### config.mk
export PLATFORM = sky130hd
export DESIGN_NAME = alu_uart_if
export DESIGN_NICKNAME = d
export VERILOG_FILES = /design/src/rtl/alu_uart_if.sv
export SDC_FILE = /design/constraint.sdc
export NUM_CORES = 1
export LEC_CHECK = 0
export ABC_AREA = 1
export CAP_MARGIN = 0
export CELL_PAD_IN_SITES_DETAIL_PLACEMENT = 1
export CELL_PAD_IN_SITES_GLOBAL_PLACEMENT = 2
export CORE_MARGIN = 4
export CORE_UTILIZATION = 23
export CTS_CLUSTER_DIAMETER = 120
export DETAILED_ROUTE_END_ITERATION = 6
export PLACE_DENSITY = 0.82
export SYNTH_ARGS = -nofsm -noshare
export SYNTH_HDL_FRONTEND = slang
export SYNTH_SLANG_ARGS = --single-unit
### constraint.sdc
create_clock -name i_clk -period 1.7 [get_ports i_clk]
set_clock_uncertainty 0.1 [all_clocks]
set_input_delay 0.425 -clock i_clk [delete_from_list [all_inputs] [get_ports i_clk]]
set_output_delay 0.425 -clock i_clk [all_outputs]
set_load 0.05 [all_outputs]
### src/rtl/alu_uart_if.sv
// alu_uart_if: initiator side of the ALU. It collects operand A, operand B and
// the opcode as three bytes from uart_rx, drives them onto the combinational
// ALU, captures the {carry,res} result and returns it through uart_tx.
//
// Optional feature macro: ALU_IF_CARRY_BYTE_EN
//   defined     -> two bytes per operation: the result LSBs, then {0..0,carry}
//   not defined -> only the result LSBs are returned and the carry is dropped
module alu_uart_if #(
  parameter int NB_DATA = 8,
  parameter int NB_OPS  = 6
) (
  input  logic               i_clk,
  input  logic               i_reset,
  input  logic [NB_DATA-1:0] i_rx_data,
  input  logic               i_rx_done,
  input  logic               i_tx_done,
  output logic               o_tx_start,
  output logic [NB_DATA-1:0] o_tx_data,
  output logic [NB_DATA-1:0] o_data_a,
  output logic [NB_DATA-1:0] o_data_b,
  output logic [NB_OPS-1:0]  o_ops,
  input  logic [NB_DATA:0]   i_alu_res,
  output logic               o_busy
);

  typedef enum logic [2:0] {
    WAIT_A   = 3'd0,
    WAIT_B   = 3'd1,
    WAIT_OP  = 3'd2,
    EXEC     = 3'd3,
    START_LO = 3'd4,
    WAIT_LO  = 3'd5,
    START_HI = 3'd6,
    WAIT_HI  = 3'd7
  } state_t;

  state_t             state_q, state_d;
  logic [NB_DATA-1:0] dataA_q, dataA_d;
  logic [NB_DATA-1:0] dataB_q, dataB_d;
  logic [NB_OPS-1:0]  ops_q, ops_d;
  logic [NB_DATA:0]   res_q, res_d;
  logic               unusedRxBits;

  // Only the low NB_OPS bits of the opcode byte carry meaning; the upper
  // bits are deliberately discarded and collected here so that is explicit.
  assign unusedRxBits = ^i_rx_data[NB_DATA-1:NB_OPS];

  // State and data registers; reset clears everything and parks in WAIT_A.
  always_ff @(posedge i_clk) begin
    if (i_reset) begin
      state_q <= WAIT_A;
      dataA_q <= '0;
      dataB_q <= '0;
      ops_q   <= '0;
      res_q   <= '0;
    end else begin
      state_q <= state_d;
      dataA_q <= dataA_d;
      dataB_q <= dataB_d;
      ops_q   <= ops_d;
      res_q   <= res_d;
    end
  end

  // Next-state and register-load decisions. Received bytes are only
  // accepted in the three collection states, so anything arriving while
  // busy falls through untouched. The operand registers are never cleared
  // after a transaction; they hold until the next byte for their slot.
  always_comb begin
    state_d = state_q;
    dataA_d = dataA_q;
    dataB_d = dataB_q;
    ops_d   = ops_q;
    res_d   = res_q;
    case (state_q)
      WAIT_A: begin
        if (i_rx_done) begin
          dataA_d = i_rx_data;
          state_d = WAIT_B;
        end
      end
      WAIT_B: begin
        if (i_rx_done) begin
          dataB_d = i_rx_data;
          state_d = WAIT_OP;
        end
      end
      WAIT_OP: begin
        if (i_rx_done) begin
          ops_d   = i_rx_data[NB_OPS-1:0];
          state_d = EXEC;
        end
      end
      EXEC: begin
        res_d   = i_alu_res;
        state_d = START_LO;
      end
      START_LO: begin
        state_d = WAIT_LO;
      end
      WAIT_LO: begin
        if (i_tx_done) begin
`ifdef ALU_IF_CARRY_BYTE_EN
          state_d = START_HI;
`else
          state_d = WAIT_A;
`endif
        end
      end
`ifdef ALU_IF_CARRY_BYTE_EN
      START_HI: begin
        state_d = WAIT_HI;
      end
      WAIT_HI: begin
        if (i_tx_done) begin
          state_d = WAIT_A;
        end
      end
`endif
      default: begin
        state_d = WAIT_A;
      end
    endcase
  end

  // Moore outputs decoded purely from the state: the start pulse exists only
  // in the START_* states and the byte stays on o_tx_data through WAIT_*.
  always_comb begin
    o_tx_start = 1'b0;
    o_tx_data  = '0;
    o_busy     = 1'b1;
    case (state_q)
      WAIT_A, WAIT_B, WAIT_OP: begin
        o_busy = 1'b0;
      end
      START_LO: begin
        o_tx_start = 1'b1;
        o_tx_data  = res_q[NB_DATA-1:0];
      end
      WAIT_LO: begin
        o_tx_data = res_q[NB_DATA-1:0];
      end
      START_HI: begin
        o_tx_start = 1'b1;
        o_tx_data  = {{(NB_DATA-1){1'b0}}, res_q[NB_DATA]};
      end
      WAIT_HI: begin
        o_tx_data = {{(NB_DATA-1){1'b0}}, res_q[NB_DATA]};
      end
      default: begin
        o_busy = 1'b1;
      end
    endcase
  end

  assign o_data_a = dataA_q;
  assign o_data_b = dataB_q;
  assign o_ops    = ops_q;

endmodule

==> results of run 1 <==
stage by stage:
stage | setup WS [ns] | instances
after floorplan | 0.00933 | 179
after global placement | -0.0688 | 306
after detailed placement | -0.120 | 306
after CTS | -0.128 | 317
after global routing | -0.181 | 319
final | -0.110 | 319
repair_timing:
item,4_1_cts,5_1_grt
resized for setup,21,8
pin swaps,4,2
setup endpoints to repair,10,9
setup buffers,5,2
cells by family after synthesis:
family,count (synthesis),share of synthesized area (%)
AO/OA/AOI/OAI,42,15.9
buffers and inverters,22,7.06
flip-flops,34,49.9
AND/OR/NAND/NOR,81,27.1
worst min-delay path by stage:
stage / cells after the start / startpoint / endpoint
finish: 2 / o_ops[2] / o_ops[2]
global placement: 2 / res_q[2] / res_q[2]
CTS: 2 / o_ops[2] / o_ops[2]
global route: 2 / o_data_b[2] / o_data_b[2]
floorplan: 2 / res_q[0] / res_q[0]
detailed placement: 2 / o_ops[2] / o_ops[2]
cells in the mapped netlist:
cell and n:
nand2_2 3, buf_6 1, a31oi_2 1, buf_4 1
nand4_1 1, nor2_2 1, inv_1 13, o21ai_0 19
nor2_4 2, a21oi_1 22, dfxtp_1 34, nor2_1 33
clkbuf_2 1, clkbuf_1 2, nand2_1 22, buf_2 1
nor2_8 1, inv_2 3, nand3_1 18
layer usage:
layer | track usage [%] | vias up | share of wire [%]
met1 | 15.3 | 685 | 44
li1 | - | 719 | -
met3 | 2.91 | 5 | 3.4
met5 | 0 | - | 0
met4 | 4.75 | 0 | 1.8
met2 | 22.1 | 27 | 51
flip-flops by register name, summed over array words and instances, names as in the netlist:
signal / flops
o_data_a: 8
o_ops: 6
state_q: 3
o_data_b: 8
res_q: 9
worst max-delay path, stage by stage, from the launching register on:
cell	delay, ns
dfxtp_4	0.40
inv_4	0.05
nor2_4	0.08
nand2_2	0.07
nand2_4	0.09
inv_8	0.06
nor2_4	0.10
buf_12	0.14
report_power, final:
group          switching (W)  internal (W)
Clock               0.000284      0.000312
Sequential         0.0000516      0.000843
Combinational       0.000301      0.000267
Total               0.000636       0.00142
layout make-up:
type | instances | area share (%)
Clock buffer | 6 | 3.16
Inverter | 16 | 2.78
Multi-Input combinational cell | 123 | 27.1
Sequential cell | 34 | 26.5
Tap cell | 72 | 3.44
Timing Repair Buffer | 68 | 37.0
==> impl_results.md, run 1 <==
- Post-synthesis cell type count: 19
- CTS tree: yes
- Vias per cell: 4.50
- Largest net degree at the start of global routing: 18
- Overflow after GRT: 0
- HPWL Detailed: 3300 um
- Area of the multi-input gates: 709 sq um
- Global-route wire length before repair: 7330 um
- Reg2reg end: o_ops[2]
- Reg2reg setup slack: 0.19 ns
- Start of the worst register-to-register path: state_q[1]
- Hold slack: 0.406 ns
- WL per Instance: 13.9 um
- Unrepaired setup endpoints after global routing: true
- VDD IR max: 0.384 mV
- Worst-Margin Slew: 0.430 ns
- Worst setup startpoint: state_q[0]
- Status: finished with violations
- Final Util: 46.4%
- Tot Pwr: 0.00206 W
- Period utilization: 106%
- Yosys warning count: 0
- ANT nets after route: 0
- Worst Path Arrival: 1.29 ns
- Pwr dens: 788 nW/um^2
- Clock latency at the later pin of the worst-skew pair: 0.28 ns
- Yosys top cell area share: 49.9%
- Failing checks: negative setup slack
- Max-cap violations: 0
- Highest-count cells in the layout ignoring fill and taps: buf_12, dfxtp_1, a21oi_1, nor2_1, clkdlybuf4s50_1
- Mapped Nets: 200
- Die ar.: 7230 sq um
- Ranking of synthesized cells by area: dfxtp_1, nor2_1, a21oi_1
- Reg2Reg Depth: 8
- RD Place Congestion: 0.748
- # DRC: 0
- # rows: 27
- Vias post-DR: 1436
- Clk sink count: 34
- Worst Setup EP: o_tx_data[6]
- PortBufs: 52
- Clock root buffer: clkbuf_8
- Most common cell after layout, fill and taps aside: buf_12
- Final setup viols: 7
- Hold Buf Count CTS: 0
- Vias in the first global route: 1490
- Dominant cell type by area after synthesis: dfxtp_1
- CTS clk-pin slew, worst paths: 0.07 ns
- Post-Syn Instances: 179
- Post-synthesis sequential area ratio: 49.9%
- Core area: 5640 sq um
- WP data required: 1.17 ns
- Starting density of the core: 24.2%
- Leakage: 0.986 nW
- I/O Pins: 53
- Layout area overhead: 91.6%
- Iteration-0 DRC Markers: 42
- Hold Fails Final Rpt: 0
- Synthesized cell area: 1370 sq um
- First-pass DRT Iterations: 4
- H-tree levels: 2
- HP Class: flop to flop
- Die H: 85.0 um
- Final wirelength: 4430 um
- Clock Path Buffers: 2
- Layout fillers: 626
- Antenna violations before repair: 0
- FF/Latch Area: 692 sq um
- Fmax: 0.552 GHz
- Gr usage total: 12.8%
- Setup TNS: -0.728 ns
- Area after DPL: 2390 sq um
- Synthesized area per cell: 7.63 sq um
- Final worst path period need: 1.81 ns
- Chip Width: 85.0 um
- PnR worst setup slack: -0.110 ns
- Slew Limit Fails: 0
- Crit end category: output pin
- Post-route cell area: 2620 sq um
- Antenna diode count: 0
- Setup CP Type: flop to output pin
- Relative max-transition margin: 71.3%
- Startpoint Class: flop
- NumNets Final: 269
- Share of layout cells above drive strength 1: 35.2%
- CP Max Fanout: 7
- Number of synthesized register bits: 34
- CTS buffer count: 5
No activity file was read; power rests on OpenSTA's default activity.
==> run 2: changes to the inputs <==
--- a/config.mk
+++ b/config.mk
@@ -14,6 +14,7 @@
 export CTS_CLUSTER_DIAMETER = 120
 export DETAILED_ROUTE_END_ITERATION = 6
 export PLACE_DENSITY = 0.82
+export SETUP_SLACK_MARGIN = 0.4
 export SYNTH_ARGS = -nofsm -noshare
 export SYNTH_HDL_FRONTEND = slang
 export SYNTH_SLANG_ARGS = --single-unit
==> run 2 against run 1 <==
Net effect:
- the flow still finishes with violations (negative setup slack)
- first-iteration DRC count is 7.1% lower
- cell area is 13% higher
- clock power is 12% higher
- register-to-register slack worse by 0.03 ns
- setup slack worse by 0.061 ns
- critical path type unchanged
- highest routed layer unchanged
==> impl_results.md, run 2 (synthesis results as in run 1) <==
- Status: finished with violations (unchanged)
- Failing checks: negative setup slack (unchanged)
- # rows: 27 (unchanged)
- Hold Buf Count CTS: 0 (unchanged)
- Leakage: 1.07 nW (was 0.986 nW)
- Crit-path slowest cell: dfxtp_4 (unchanged)
- H-tree levels: 2 (unchanged)
- Crit-path most repeated cell: nor2_4 (unchanged)
- Highest-count cells in the layout ignoring fill and taps: buf_12, clkdlybuf4s50_1, dfxtp_2, a21oi_1, nor2_4 (was buf_12, dfxtp_1, a21oi_1, nor2_1, clkdlybuf4s50_1)
- Fmax: 0.534 GHz (was 0.552 GHz)
- Die H: 85.0 um (unchanged)
- Largest net degree at the start of global routing: 18 (unchanged)
- I/O Pins: 53 (unchanged)
- Start of the worst register-to-register path: state_q[2] (was state_q[1])
- Pwr dens: 751 nW/um^2 (was 788 nW/um^2)
- Worst Path Arrival: 1.35 ns (was 1.29 ns)
- Unrepaired setup endpoints after global routing: true (unchanged)
- Overflow after GRT: 0 (unchanged)
- First-pass DRT Iterations: 4 (unchanged)
- Vias post-DR: 1510 (was 1436)
- Vias per cell: 4.59 (was 4.50)
- # DRC: 0 (unchanged)
- Crit path largest cell delay: 0.39 ns (was 0.40 ns)
- Final Util: 52.3% (was 46.4%)
- Share of layout cells above drive strength 1: 58.4% (was 35.2%)
- Most common cell after layout, fill and taps aside: buf_12 (unchanged)
- Area of the multi-input gates: 871 sq um (was 709 sq um)
- Final wirelength: 5250 um (was 4430 um)
- Final setup viols: 8 (was 7)
- Setup CP Type: flop to output pin (unchanged)
- GR Util met3: 3.50% (was 2.91%)
- Hold path startpoint: o_data_b[2] (was o_ops[2])
- Starting density of the core: 24.2% (unchanged)
- GR peak layer: met2 (unchanged)
- Tot Pwr: 0.00222 W (was 0.00206 W)
- Antenna diode count: 0 (unchanged)
- PnR worst setup slack: -0.171 ns (was -0.110 ns)
- HPWL Detailed: 3300 um (about the same)
- VDD IR max: 0.453 mV (was 0.384 mV)
- CTS buffer count: 5 (unchanged)
- Met1 global-route usage: 15.8% (was 15.3%)
- Largest register by flop count: res_q (unchanged)
- NumNets Final: 277 (was 269)
- WL per Instance: 15.9 um (was 13.9 um)
- Max-cap violations: 0 (unchanged)
- Vias in the first global route: 1557 (was 1490)
- Iteration-0 DRC Markers: 39 (was 42)
- Clock root buffer: clkbuf_8 (unchanged)
- Core area: 5640 sq um (unchanged)
- Gr usage total: 13.6% (was 12.8%)
- Slew Limit Fails: 0 (unchanged)
- Met2 usage: 23.9% (was 22.1%)
- Startpoint Class: flop (unchanged)
- Clock Path Buffers: 2 (unchanged)
- Antenna violations before repair: 0 (unchanged)
- Die ar.: 7230 sq um (unchanged)
- Relative max-transition margin: 80.3% (was 71.3%)
- Worst setup startpoint: state_q[0] (unchanged)
- Crit path cell chain: inv_4 -> nor2_4 -> nand2_2 -> nand2_4 -> inv_8 -> nor2_4 -> buf_12 (unchanged)
- Buffer and inverter count on the worst path: 3 (unchanged)
- RD Place Congestion: 0.694 (was 0.748)
- Clock latency at the later pin of the worst-skew pair: 0.28 ns (about the same)
- WP data required: 1.17 ns (about the same)
- Hold Fails Final Rpt: 0 (unchanged)
- Largest register FFs: 9 (unchanged)
- CTS tree: yes (unchanged)
- Clk sink count: 34 (unchanged)
- Worst-Margin Slew: 0.294 ns (was 0.430 ns)
- ANT nets after route: 0 (unchanged)
- Final worst path period need: 1.87 ns (was 1.81 ns)
- HP Class: flop to flop (unchanged)
- Period utilization: 110% (was 106%)
- CTS clk-pin slew, worst paths: 0.07 ns (about the same)
- CP Max Fanout: 7 (unchanged)
- CP delay by family, top: simple AND/OR/NAND/NOR gates (was flip-flops)
- Chip Width: 85.0 um (unchanged)
- Crit end category: output pin (unchanged)
- Global-route wire length before repair: 7740 um (was 7330 um)
- FF/Latch Area: 729 sq um (was 692 sq um)
- Layout fillers: 595 (was 626)
- Layout area overhead: 116% (was 91.6%)
- PortBufs: 52 (unchanged)
-- run 2: changes by cell type in the layout (fill, tap and decap cells not counted), moves of 4 or more --
cell,change
dfxtp_2,+18
nand3_1,-4
a21oi_2,+5
a21oi_1,-5
o21ai_0,-13
dfxtp_4,+4
buf_6,+7
nand3_2,+4
nor2_2,+4
nor2_1,-7
dfxtp_1,-22
o21ai_2,+10
-- run 2: power by group --
part | leakage [nW] | total, W | switching (W) | internal (W)
Clock | 0.0506 | 0.000666 | 0.000287 | 0.000379
Combinational | 0.733 | 0.000651 | 0.000355 | 0.000296
Sequential | 0.290 | 0.000901 | 0.0000547 | 0.000846
Total | 1.07 | 0.00222 | 0.000696 | 0.00152
-- run 2: final timing paths --
kind,end,slack [ns],cells past startpoint
max reg2reg,res_q[2],0.16,7
min,o_data_b[2],0.38,2
max,o_tx_data[6],-0.17,7
min reg2reg,o_data_b[2],0.38,2
-- run 2: routing by layer --
metal | wire (um) | vias to the layer above
li1 | - | 743
met1 | 2050 | 729
met2 | 2910 | 31
met3 | 220 | 7
met4 | 70 | 0
met5 | 0 | -
-- run 2: what timing repair did --
action,in CTS,in global routing
buffers inserted,10,4
pin swaps,11,23
hold endpoints to repair,0,0
setup endpoints to repair,65,57
resized for setup,62,56
gates cloned,2,1
-- run 2: area by class of cell --
cell class                      instances  area share (%)
Sequential cell                        34            24.7
Tap cell                               72            3.05
Timing Repair Buffer                   74            35.6
Multi-Input combinational cell        124            29.5
Inverter                               16            3.48
Timing Repair inverter                  1           0.254
Clock buffer                            8            3.43
-- run 2: worst reg2reg max path: stages (launching register included) --
cell and delay, ns:
dfxtp_4 0.36, buf_6 0.13, buf_12 0.12, buf_6 0.11, nor2_4 0.19, clkinv_8 0.16
o21ai_2 0.19, a21oi_1 0.07
-- run 2: per-stage QoR --
step	hold WS [ns]	instances	instance area, sq um	worst slack [ns]	TNS (ns)
final	0.385	329	2950	-0.171	-1.02
after global routing	0.409	329	2950	-0.234	-1.54
after CTS	0.385	324	2730	-0.176	-1.18
after detailed placement	0.394	304	2410	-0.131	-1.16
after global placement	0.389	304	2410	-0.0779	-0.642
after floorplan	0.377	179	1470	0.0274	0
